## src/rtl/fb_pkg.sv

```systemverilog
// Shared types and arithmetic helpers for the feedback combiner.
// FB_COMBINER_SAT_EN selects saturation instead of wrap on range overflow.
package fb_pkg;

  typedef enum logic [1:0] {
    IDLE  = 2'd0,
    ARMED = 2'd1,
    DRIVE = 2'd2,
    HOLD  = 2'd3
  } fb_state_e;

  // One guard bit per doubling of the term count keeps the tree overflow-free.
  function automatic int sum_width(input int in_w, input int corr_w, input int n_ch);
    return ((in_w > corr_w) ? in_w : corr_w) + $clog2(n_ch + 1);
  endfunction

  function automatic logic out_ovf(input logic signed [31:0] v, input int w);
    return (v > ((32'sd1 <<< (w - 1)) - 32'sd1)) || (v < -(32'sd1 <<< (w - 1)));
  endfunction

  // Caller keeps the low w bits, which gives the legacy wrap when not saturating.
  function automatic logic signed [31:0] out_fit(input logic signed [31:0] v, input int w);
`ifdef FB_COMBINER_SAT_EN
    if (out_ovf(v, w)) begin
      return (v < 0) ? -(32'sd1 <<< (w - 1)) : ((32'sd1 <<< (w - 1)) - 32'sd1);
    end
    return v;
`else
    return v;
`endif
  endfunction

endpackage

```

## src/rtl/fb_adder_tree.sv

```systemverilog
// Pipelined signed adder tree: one register level per pairwise reduction,
// valid and a sideband flag travel with the data; flush drops in-flight valids.
module fb_adder_tree #(
  parameter int N_IN = 5,
  parameter int W    = 19
) (
  input  logic                  clk,
  input  logic                  rst_n,
  input  logic                  flush,
  input  logic                  vld_in,
  input  logic                  aux_in,
  input  logic [N_IN*W-1:0]     din,
  output logic                  vld_out,
  output logic                  aux_out,
  output logic signed [W-1:0]   sum_out
);

  localparam int D = (N_IN > 1) ? $clog2(N_IN) : 1;
  localparam int N = 1 << D;

  logic [N*W-1:0]      din_pad;
  logic signed [W-1:0] tree_d [D][N];
  logic signed [W-1:0] tree_q [D][N];
  logic [D-1:0]        vld_d, vld_q;
  logic [D-1:0]        aux_d, aux_q;

  // Missing leaves are zero, so odd term counts reduce without special cases.
  assign din_pad = (N*W)'(din);

  always_comb begin
    tree_d = '{default: '0};
    for (int j = 0; j < N / 2; j++) begin
      tree_d[0][j] = $signed(din_pad[(2*j)*W +: W]) + $signed(din_pad[(2*j+1)*W +: W]);
    end
    for (int k = 1; k < D; k++) begin
      for (int j = 0; j < N / 2; j++) begin
        tree_d[k][j] = tree_q[k-1][2*j] + tree_q[k-1][2*j+1];
      end
    end
    vld_d[0] = vld_in & ~flush;
    aux_d[0] = aux_in & ~flush;
    for (int k = 1; k < D; k++) begin
      vld_d[k] = vld_q[k-1] & ~flush;
      aux_d[k] = aux_q[k-1] & ~flush;
    end
  end

  always_ff @(posedge clk or negedge rst_n) begin
    if (!rst_n) begin
      tree_q <= '{default: '0};
      vld_q  <= '0;
      aux_q  <= '0;
    end else begin
      tree_q <= tree_d;
      vld_q  <= vld_d;
      aux_q  <= aux_d;
    end
  end

  assign vld_out = vld_q[D-1];
  assign aux_out = aux_q[D-1];
  assign sum_out = tree_q[D-1][0];

endmodule

```

## src/rtl/fb_combiner.sv

```systemverilog
// Feedback output stage: sums gain-scaled channel products plus correction and
// sequences per-bunch DAC updates in a store window. FB_COMBINER_SAT_EN: saturate.
//
//   state | meaning
//   IDLE  | store window closed, output held at zero
//   ARMED | waiting for a summed bunch from the adder tree
//   DRIVE | output just loaded, strobe issued next cycle
//   HOLD  | all bunches of this window serviced, output frozen
module fb_combiner
  import fb_pkg::*;
#(
  parameter int N_CH      = 4,
  parameter int IN_W      = 15,
  parameter int CORR_W    = 13,
  parameter int OUT_W     = 13,
  parameter int MAX_BUNCH = 3
) (
  input  logic                   clk,
  input  logic                   rst_n,
  input  logic                   store_strb,
  input  logic [N_CH*IN_W-1:0]   ch_data,
  input  logic [N_CH-1:0]        ch_oflow,
  input  logic                   ch_valid,
  input  logic [CORR_W-1:0]      corr,
  input  logic [1:0]             no_bunches,
  input  logic                   const_en,
  input  logic [OUT_W-1:0]       const_val,
  input  logic                   oflow_clr,
  output logic [OUT_W-1:0]       fb_sgnl,
  output logic                   dac_clk,
  output logic [1:0]             bunch_cnt,
  output logic                   oflow,
  output logic                   oflow_sticky
);

  localparam int SUM_W = sum_width(IN_W, CORR_W, N_CH);
  localparam int N_IN  = N_CH + 1;

  logic [N_IN*SUM_W-1:0]   terms;
  logic                    flush;
  logic                    t_vld, t_aux, rng_ovf;
  logic signed [SUM_W-1:0] t_sum;
  logic [1:0]              nb_eff;
  logic                    sticky_set;

  fb_state_e               state_d, state_q;
  logic [OUT_W-1:0]        fb_d, fb_q;
  logic [1:0]              bunch_d, bunch_q;
  logic                    dac_d, dac_q;
  logic                    oflow_d, oflow_q;
  logic                    sticky_d, sticky_q;

  always_comb begin
    terms = '0;
    for (int i = 0; i < N_CH; i++) begin
      terms[i*SUM_W +: SUM_W] = SUM_W'($signed(ch_data[i*IN_W +: IN_W]));
    end
    terms[N_CH*SUM_W +: SUM_W] = SUM_W'($signed(corr));
  end

  assign flush = ~store_strb;

  fb_adder_tree #(
    .N_IN (N_IN),
    .W    (SUM_W)
  ) u_tree (
    .clk     (clk),
    .rst_n   (rst_n),
    .flush   (flush),
    .vld_in  (ch_valid),
    .aux_in  (|ch_oflow),
    .din     (terms),
    .vld_out (t_vld),
    .aux_out (t_aux),
    .sum_out (t_sum)
  );

  assign nb_eff  = (int'(no_bunches) > MAX_BUNCH) ? 2'(MAX_BUNCH) : no_bunches;
  assign rng_ovf = out_ovf(32'(t_sum), OUT_W);

  always_comb begin
    state_d    = state_q;
    fb_d       = fb_q;
    bunch_d    = bunch_q;
    dac_d      = 1'b0;
    oflow_d    = oflow_q;
    sticky_set = 1'b0;
    if (!store_strb) begin
      state_d = IDLE;
      fb_d    = '0;
      bunch_d = '0;
    end else begin
      dac_d = (state_q == DRIVE);
      case (state_q)
        IDLE:  state_d = ARMED;
        ARMED: begin
          if (t_vld && (bunch_q < nb_eff)) begin
            state_d = DRIVE;
            bunch_d = bunch_q + 2'd1;
            if (const_en) begin
              fb_d = const_val;
            end else begin
              fb_d       = OUT_W'(out_fit(32'(t_sum), OUT_W));
              oflow_d    = rng_ovf | t_aux;
              sticky_set = rng_ovf | t_aux;
            end
          end
        end
        DRIVE:   state_d = (bunch_q == nb_eff) ? HOLD : ARMED;
        HOLD:    state_d = HOLD;
        default: state_d = IDLE;
      endcase
    end
    // A new overflow outranks a simultaneous clear.
    sticky_d = sticky_set | (sticky_q & ~oflow_clr);
  end

  always_ff @(posedge clk or negedge rst_n) begin
    if (!rst_n) begin
      state_q  <= IDLE;
      fb_q     <= '0;
      bunch_q  <= '0;
      dac_q    <= 1'b0;
      oflow_q  <= 1'b0;
      sticky_q <= 1'b0;
    end else begin
      state_q  <= state_d;
      fb_q     <= fb_d;
      bunch_q  <= bunch_d;
      dac_q    <= dac_d;
      oflow_q  <= oflow_d;
      sticky_q <= sticky_d;
    end
  end

  assign fb_sgnl      = fb_q;
  assign dac_clk      = dac_q;
  assign bunch_cnt    = bunch_q;
  assign oflow        = oflow_q;
  assign oflow_sticky = sticky_q;

endmodule

```

## config.mk

```make
export PLATFORM = sky130hd
export DESIGN_NAME = fb_combiner
export DESIGN_NICKNAME = d
export VERILOG_FILES = /design/src/rtl/fb_pkg.sv /design/src/rtl/fb_adder_tree.sv /design/src/rtl/fb_combiner.sv
export SDC_FILE = /design/constraint.sdc
export NUM_CORES = 1
export LEC_CHECK = 0
export ABC_AREA = 1
export BUFFER_PORTS_ARGS = -buffer_cell sky130_fd_sc_hd__buf_2
export CAP_MARGIN = 20
export CORE_MARGIN = 5
export CORE_UTILIZATION = 25
export DETAILED_ROUTE_END_ITERATION = 10
export HOLD_SLACK_MARGIN = 0.03
export PLACE_DENSITY = 0.52
export SYNTH_ARGS = -nofsm -noshare
export SYNTH_HDL_FRONTEND = slang
export SYNTH_SLANG_ARGS = --single-unit
```

## constraint.sdc

```tcl
create_clock -name clk -period 2.15 [get_ports clk]
set_input_delay 0.3225 -clock clk [delete_from_list [all_inputs] [get_ports clk]]
set_output_delay 0.3225 -clock clk [all_outputs]
set_load 0.02 [all_outputs]
```

== Yosys cells after proc, flatten, opt, wreduce, memory -nomap -nowiden ==
Cells that the tools add are included.

* Bits in latches: 0
* Memories kept: 0
* Word-level logic and storage cells: 62
* Output and inout bits: 18
* Memory bits (writable): 0
* Input port bits: 98
* ROM bits: 0
* Register bits after elaboration: 124

* Shift operators: 0
* Bitwise gates (word level): 11
* Eq/ne operators: 7
* Multiplexer cells: 16
* Multipliers: 0
* $add $sub $neg: 5
* Order comparisons: 3
* Div/mod/pow operators: 0
* Reduce and logical (&&, ||, !) cells: 6

{| class="wikitable"
|+ Operators with widths
! cell !! number
|-
| 2-to-1 mux 13 bit || 4
|-
| adder 15 x 15 -> 16 bit || 2
|-
| adder 18 x 13 -> 18 bit || 1
|-
| adder 18 bit || 1
|-
| greater-than comparator 18 x 13 -> 1 bit, second input constant || 1
|-
| less-than comparator 18 x 13 -> 1 bit, second input constant || 1
|-
| 2-to-1 mux 2 bit || 6
|-
| one-hot mux 2 bit (4 select lines) || 1
|-
| bitwise AND 1 bit || 7
|-
| 2-to-1 mux 1 bit || 5
|-
| == test 2 bit, second input constant || 2
|-
| inequality test 2 x 1 -> 1 bit, second input constant || 2
|-
| AND reduction 4 bit || 1
|-
| OR reduction 4 bit || 1
|-
| inequality test 3 bit, second input constant || 1
|-
| adder 2 x 1 -> 2 bit, second input constant || 1
|-
| == test 2 x 1 -> 1 bit, second input constant || 1
|-
| == test 2 bit || 1
|-
| zero test 2 bit || 1
|-
| less-than comparator 2 bit || 1
|-
| NOT 1 bit || 2
|-
| OR 1 bit || 2
|-
| AND reduction 2 bit || 1
|-
| logical AND 1 bit || 1
|-
| logical OR 1 bit || 1
|}

== Logic depth before layout (Yosys ltp) ==
Gate-level depths: netlist of run 1.

* Depth in word-level cells: 8
* Depth in mapped cells: 12

== Hierarchy ==
A second synthesis of run 1 with hierarchy kept.

* Cells, all modules: 999
* Area total of the unflattened synthesis: 7987.7 um^2

{| class="wikitable"
|+ By module, submodules not included
! module !! cells an instance !! sequential area each (um^2) !! area each (um^2) !! instances
|-
| fb_adder_tree || 870 || 2852.7 || 6861.6 || 1
|-
| fb_combiner || 129 || 500.5 || 1126.1 || 1
|}

== Worst setup path after synthesis of run 1 ==
Ideal clock, no wire load.

* Path type: input to register
* Start: in ch_data[0]
* End: reg u_tree.tree_q[428] (netlist name)
* Path buffers: 0
* Data required time: 2.033 ns
* Cell stages on the path: 11
* Setup time: 0.117 ns
* Path slack: 0.513 ns
* Arrival: 1.520 ns
* Cell sequence: ha_1 > inv_1 > fa_1 > inv_1 > nand3_1 > nand2_1 > nand2_1 > nand2_1 > nand3_1 > nand3_1 > nand2_1

{| class="wikitable"
|+ RTL lines
! element !! line !! text
|-
| start: declaration || fb_combiner.sv:21 || <nowiki>input logic [N_CH*IN_W-1:0] ch_data,</nowiki>
|-
| end signal: assignment || fb_adder_tree.sv:54 || <nowiki>tree_q <= tree_d;</nowiki>
|-
| end: declaration || fb_adder_tree.sv:23 || <nowiki>logic signed [W-1:0] tree_q [D][N];</nowiki>
|}

==> results of run 1 <==
[power by group through the flow]
stage | clock network (mW) | logic [mW] | registers (mW)
after floorplan | 0 | 2.45 | 2.94
after global placement | 0 | 3.21 | 3.02
after detailed placement | 0 | 3.21 | 3.03
after CTS | 2.92 | 3.25 | 2.99
after global routing | 3.03 | 3.76 | 3.04
final | 2.83 | 3.23 | 2.98
[placed cells by master (no fill, tap or decap), types with 3 or more instances in the layout]
cell type,n
nor2_1,67
xnor2_1,9
dfrtp_1,120
xor2_1,25
clkinvlp_4,4
ha_1,65
o21ai_2,6
o21bai_1,6
and2_1,6
inv_1,97
dlygate4sd3_1,14
nand2_1,237
nand4_1,5
clkinv_4,3
a21oi_1,65
o21ai_1,8
nand3_1,47
nor3_1,7
a21o_1,3
o21ai_0,33
buf_2,114
mux2i_1,13
bufinv_16,3
fa_1,4
nand3b_1,3
clkbuf_16,17
nand2_2,10
[per-layer routing]
metal	share of wire (%)	vias to the layer above	track usage (%)
li1	-	3054	-
met1	47	2610	13.7
met2	47	140	17.9
met3	5.8	6	2.66
met4	0.50	0	2.45
met5	0	-	0
[cell type report]
cell class | count | share of cell area, %
multi-input combinational | 628 | 40.9
sequential | 120 | 34.0
timing repair buffer | 132 | 8.68
tap | 378 | 5.36
clock buffer | 18 | 4.87
inverter | 99 | 4.21
clock inverter | 14 | 1.97
[flip-flops by register name, indices dropped and copies added, names as in the netlist]
name            flops
u_tree.tree_q      76
dac_clk             1
u_tree.sum_out     18
u_tree.vld_q        3
oflow               1
u_tree.aux_q        3
oflow_sticky        1
state_q             2
bunch_cnt           2
fb_sgnl            13
[kinds of logic after synthesis]
group | synth area share, %
xor+xnor | 4.24
mux | 1.85
fa+ha+maj | 12.7
buf+inv | 5.87
simple gates | 22.9
compound gates | 9.57
flops | 42.8
[stage by stage]
step	cell area (sq um)	power (mW)	std cells	utilization [%]	hold WS (ps)
4_1_cts	8810	9.17	1388	31.7	32.4
3_5_place_dp	8080	6.25	1343	29.1	337
6_report	8820	9.04	1389	31.7	113
2_1_floorplan	7020	5.39	852	-	26.9
3_3_place_gp	8080	6.24	1343	29.1	336
5_1_grt	8820	9.84	1389	31.7	115
[worst max path at each step]
| stage | endpoint | cells past startpoint | slack [ps] | startpoint |
|---|---|---|---|---|
| 2_1_floorplan | u_tree.tree_q[428]$_DFF_PN0_ | 11 | 510 | ch_data[0] |
| 3_3_place_gp | u_tree.tree_q[428]$_DFF_PN0_ | 12 | 150 | ch_data[0] |
| 3_5_place_dp | u_tree.tree_q[422]$_DFF_PN0_ | 12 | 100 | ch_data[0] |
| 4_1_cts | u_tree.tree_q[287]$_DFF_PN0_ | 10 | 360 | u_tree.tree_q[396]$_DFF_PN0_ |
| 5_1_grt | u_tree.sum_out[14]$_DFF_PN0_ | 7 | 210 | u_tree.tree_q[252]$_DFF_PN0_ |
| 6_report | u_tree.tree_q[286]$_DFF_PN0_ | 9 | 360 | u_tree.tree_q[396]$_DFF_PN0_ |
[worst register-to-register path, stage by stage (launching register included)]
cell and delay (ps):
dfrtp_1 320, ha_1 220, inv_1 70, fa_1 450, o21ai_2 210, nand2_1 80, nand2_2 100, nand2_2 60
nand3_1 80, nand2_1 50
==> impl_metrics.py, run 1 <==
metrics = {
    "cells_and_area": {
        "multi_input_area_sq_mm": 0.00360,
        "insertedDiodeCount": 0,
        "regArea_sq_mm": 0.00300,
        "n_fill_cell": 2993,
        "nNetsFinal": 1165,
        "syn_to_final_growth_pct": 25.7,
        "drive_gt1_share_pct": 16.9,
    },
    "pwr": {
        "p_comb_share_pct": 35.7,
        "clockPowerShare_pct": 31.3,
        "ir_drop_uv": 624,
        "switchingPower_mw": 3.20,
        "power.density_mw_per_mm2": 1030,
        "p_leak_nw": 4.66,
        "swShare_pct": 35.4,
        "pwr-share-seq_pct": 33.0,
        "internal_power_mw": 5.84,
    },
    "floorplan": {
        "dieHeight_microns": 178,
        "start_util_pct": 25.3,
        "dieWidth_microns": 178,
        "core_area_sq_mm": 0.0278,
        "io_pins": 116,
        "num_rows": 61,
        "die_area_sq_mm": 0.0315,
    },
    "clocking": {
        "cts_resized": 0,
        "cts.sinks": 120,
        "cts_setup_buffers": 0,
        "clock_latency_ps": 420,
        "clkTransAtPathRegs_ps": 60,
        "cts_max_path_buffers": 2,
        "postCtsHoldBufs": 13,
        "cts_buffers": 17,
        "cts-root-buf": "clkbuf_16",
        "cts_tree": "done",
        "ctsHtreeMaxLevel": 4,
    },
    "synth": {
        "synth_ff_type": "dfrtp_1",
        "synth_common_cells": "nand2_1, dfrtp_1, inv_1",
        "synth_edf_count": 0,
        "synth_area_leaders": "dfrtp_1, nand2_1, ha_1, inv_1, a21oi_1",
        "syn_area_sq_mm": 0.00702,
        "yosysUniqueCellTypes": 30,
        "yosysMostFrequentCell": "nand2_1",
        "synth-seq-cells": 120,
        "synth.avg_cell_area_sq_um": 8.24,
        "synth.top_cell.area_share_pct": 42.8,
        "syn-num-nets": 1019,
        "yosysWarnings": 0,
        "postSynth.asyncResetShare_pct": 100,
        "netlist_instances": 852,
        "yosysTopAreaCell": "dfrtp_1",
        "ys_seq_area_share_pct": 42.8,
    },
    "placed_design": {
        "dpl_worst_slack_ps": 100,
        "portBuffers": 115,
        "gp_congestion": 0.859,
        "dpl.hpwl_mm": 13.1,
    },
    "worst_setup_path": {
        "worst_ep_arrival_time_ps": 2080,
        "cp_slowest_cell": "fa_1",
        "critPathBufInv": 1,
        "critPathMaxFanout": 4,
        "worst_r2r_path_depth": 9,
        "cp_top_family": "adder cells",
        "crit_path_end_kind": "flop",
        "max_stage_delay_ps": 450,
        "regToRegStartpoint": "u_tree.tree_q[396]$_DFF_PN0_",
        "r2r-end": "u_tree.tree_q[286]$_DFF_PN0_",
        "cp.required_ps": 2440,
        "path_cells": "ha_1, inv_1, fa_1, o21ai_2, nand2_1, nand2_2, nand2_2, nand3_1, nand2_1",
        "ff2ff_setup_slack_ps": 360,
        "crit_type": "flop to flop",
        "crit_path_start_kind": "flop",
    },
    "route": {
        "routed_wl_mm": 15.9,
        "drc": 0,
        "wl_per_cell_microns": 11.4,
        "drtAntennaViolNets": 0,
        "drtIter0Drc": 244,
        "via_per_inst": 4.18,
        "via_count": 5810,
        "dr.pass1.iters": 5,
    },
    "global_route": {
        "grt_max_degree": 45,
        "antenna_found_initial": 0,
        "grt.overflow.total": 0,
        "grt_pass1_wl_mm": 27.4,
        "grt_pass1_vias": 5817,
        "grt.total_usage_pct": 10.6,
    },
    "timing": {
        "relSlewSlack_pct": 61.1,
        "timing_hold_violations_final": 0,
        "finalCritPeriodShare_pct": 83.1,
        "rsz0062_at_grt": "no",
        "drv_slew": 0,
        "setup_viol_count_final": 0,
        "worstMarginPinSlew_ps": 583,
        "clock_skew_ps": 19.9,
        "finalWorstSetupSlack_ps": 363,
        "clock.fmax_ghz": 0.560,
        "fin_crit_ps": 1790,
        "tns_ps": 0,
    },
    "min_path": {
        "hold_start": "oflow_clr",
        "hp-class": "input port to flop",
        "hold_end": "oflow_sticky$_DFF_PN0_",
        "min_path_cells": 2,
    },
    "job": {
        "maxCapViolCount": 0,
    },
    "outcome": {
        "status": "finished clean",
    },
}
Power figures use the tool's default switching activity.
==> inputs of run 2 (changes only) <==
==> constraint.sdc (replaced) <==
create_clock -name clk -period 1.8 [get_ports clk]
set_input_delay 0.27 -clock clk [delete_from_list [all_inputs] [get_ports clk]]
set_output_delay 0.27 -clock clk [all_outputs]
set_load 0.02 [all_outputs]
==> run 2 against run 1 <==
Via count increased by 1.3%; maximum frequency increased by 8.3%; flip-flop and latch count unchanged; total power increased by 20%; core utilization increased by 0.46 points; largest power group unchanged; sequential share of layout area decreased by 0.48 points; largest cell class unchanged; register-to-register slack got worse by 210 ps; routed wire length increased by 2.4%; first-iteration DRC count increased by 3.7%; critical path depth unchanged.
==> impl_metrics.py, run 2 (same netlist as run 1, synthesis figures left out) <==
metrics = {
    "cells_and_area": {
        "mostFrequentLayoutCells": "nand2_1, dfrtp_1, buf_2",
        "layout.cells.non_filler": 1402,
        "largest_reg_flops": 76,
        "syn_to_final_growth_pct": 27.5,
        "final_common_cell": "nand2_1",
        "top_register": "u_tree.tree_q",
        "fin_util_pct": 32.2,
        "drive_gt1_share_pct": 19.2,
        "insertedDiodeCount": 0,
        "nNetsFinal": 1179,
    },
    "global_route": {
        "grt_max_degree": 43,
        "antenna_found_initial": 0,
        "grt.total_usage_pct": 10.9,
        "grt_pass1_vias": 5935,
        "grt.overflow.total": 0,
        "grt_pass1_wl_mm": 28.0,
    },
    "timing": {
        "worstMarginPinSlew_ps": 541,
        "fin_crit_ps": 1650,
        "drv_slew": 0,
        "setup_viol_count_final": 0,
        "clock_skew_ps": 11.4,
        "clock.fmax_ghz": 0.606,
        "relSlewSlack_pct": 63.9,
        "hold_slack_ps": 80.6,
        "timing_hold_violations_final": 0,
        "finalCritPeriodShare_pct": 91.7,
        "finalWorstSetupSlack_ps": 150,
    },
    "placed_design": {
        "dpl_worst_slack_ps": -74.6,
        "dpl.hpwl_mm": 13.3,
        "portBuffers": 115,
        "placedCellCount": 1356,
        "gp_congestion": 0.865,
    },
    "worst_setup_path": {
        "cp.required_ps": 2090,
        "crit_path_start_kind": "flop",
        "regToRegStartpoint": "u_tree.tree_q[403]$_DFF_PN0_",
        "crit_type": "flop to flop",
        "worst_ep_arrival_time_ps": 1940,
        "r2r-end": "u_tree.tree_q[283]$_DFF_PN0_",
        "critPathMaxFanout": 4,
        "crit_path_end_kind": "flop",
        "worst_r2r_path_depth": 9,
        "ff2ff_setup_slack_ps": 150,
    },
    "route": {
        "drtIter0Drc": 253,
        "wl_per_cell_microns": 11.6,
        "via_per_inst": 4.20,
        "drtAntennaViolNets": 0,
        "dr.pass1.iters": 6,
        "drc": 0,
        "routed_wl_mm": 16.3,
        "via_count": 5888,
    },
    "clocking": {
        "cts-root-buf": "clkbuf_16",
        "cts_max_path_buffers": 2,
        "cts_setup_buffers": 0,
        "clkTransAtPathRegs_ps": 60,
        "cts_buffers": 17,
        "cts.sinks": 120,
        "clock_latency_ps": 420,
        "cts_tree": "done",
        "ctsHtreeMaxLevel": 4,
    },
    "pwr": {
        "pwr-share-seq_pct": 33.0,
        "power.density_mw_per_mm2": 1210,
        "swShare_pct": 36.2,
        "p_comb_share_pct": 36.8,
        "ir_drop_uv": 734,
        "internal_power_mw": 6.91,
        "total_power_mw": 10.8,
        "clockPowerShare_pct": 30.2,
        "p_leak_nw": 4.71,
        "switchingPower_mw": 3.92,
    },
    "floorplan": {
        "core_area_sq_mm": 0.0278,
        "start_util_pct": 25.3,
        "io_pins": 116,
        "die_area_sq_mm": 0.0315,
        "dieHeight_microns": 178,
        "num_rows": 61,
        "dieWidth_microns": 178,
    },
    "job": {
        "maxCapViolCount": 0,
    },
    "min_path": {
        "hp-class": "input port to flop",
        "hold_start": "ch_valid",
        "hold_end": "u_tree.vld_q[0]$_DFF_PN0_",
        "min_path_cells": 3,
    },
    "outcome": {
        "status": "finished clean",
    },
}
==> run 2: cell types whose count changed in the layout (fill, tap and decap cells not counted), moves of 4 or more <==
| cell | before | now |
|---|---|---|
| ha_1 | 65 | 59 |
| buf_4 | 2 | 16 |
| a21oi_1 | 65 | 61 |
| ha_2 | 0 | 4 |
| a21oi_2 | 0 | 4 |
==> run 2: final cells by class <==
type | instances | area (sq um)
clock buffer | 17 | 425
sequential | 120 | 3000
timing repair buffer | 146 | 861
fill | 2984 | 18800
clock inverter | 14 | 153
multi-input combinational | 628 | 3660
inverter | 99 | 374
tap | 378 | 473
==> run 2: worst max-delay path, stage by stage, from the launching register on <==
cell	delay (ps)
dfrtp_1	370
ha_1	350
nand2_1	110
inv_1	60
a21oi_1	210
nand3_2	160
nand2_1	110
nand2_1	50
nand2_1	50
nand2_1	50
==> run 2: power by group through the flow <==
stage          clock network, mW  logic (mW)  registers [mW]
2_1_floorplan                  0        2.92            3.51
3_3_place_gp                   0        3.87            3.61
3_5_place_dp                   0        3.88            3.62
4_1_cts                     3.36        3.94            3.57
5_1_grt                     3.50        4.65            3.64
6_report                    3.27        3.99            3.57
==> run 2: layer usage <==
| metal | up-vias | track usage (%) | part of all wire, % |
|---|---|---|---|
| li1 | 3083 | - | - |
| met1 | 2643 | 14.3 | 47 |
| met2 | 141 | 18.1 | 47 |
| met3 | 21 | 2.62 | 5.3 |
| met4 | 0 | 2.71 | 1.3 |
| met5 | - | 0 | 0 |
==> run 2: what timing repair did <==
item / CTS / global route
hold buffers: 15 / 0
endpoints found under the hold margin: 51 / 0
setup endpoints to repair: 0 / 14
resized for setup: 0 / 16
==> run 2: per-stage QoR <==
step	area (sq um)	setup TNS (ps)
2_1_floorplan	7020	0
3_3_place_gp	8160	-55.6
3_5_place_dp	8160	-181
4_1_cts	8890	0
5_1_grt	8950	-1.34
6_report	8950	0
==> run 2: worst max-delay path by stage <==
stage                                 start                           end  slack (ps)  cells after the start
2_1_floorplan      bunch_cnt[1]$_DFFE_PN0P_        fb_sgnl[4]$_DFFE_PN0P_         180                     10
3_3_place_gp                     ch_data[0]  u_tree.tree_q[428]$_DFF_PN0_         -40                     12
3_5_place_dp                     ch_data[0]  u_tree.tree_q[422]$_DFF_PN0_         -70                     12
4_1_cts        u_tree.tree_q[396]$_DFF_PN0_  u_tree.tree_q[287]$_DFF_PN0_          30                     10
5_1_grt        u_tree.tree_q[261]$_DFF_PN0_  u_tree.sum_out[15]$_DFF_PN0_          -1                      9
6_report       u_tree.tree_q[403]$_DFF_PN0_  u_tree.tree_q[283]$_DFF_PN0_         150                      9
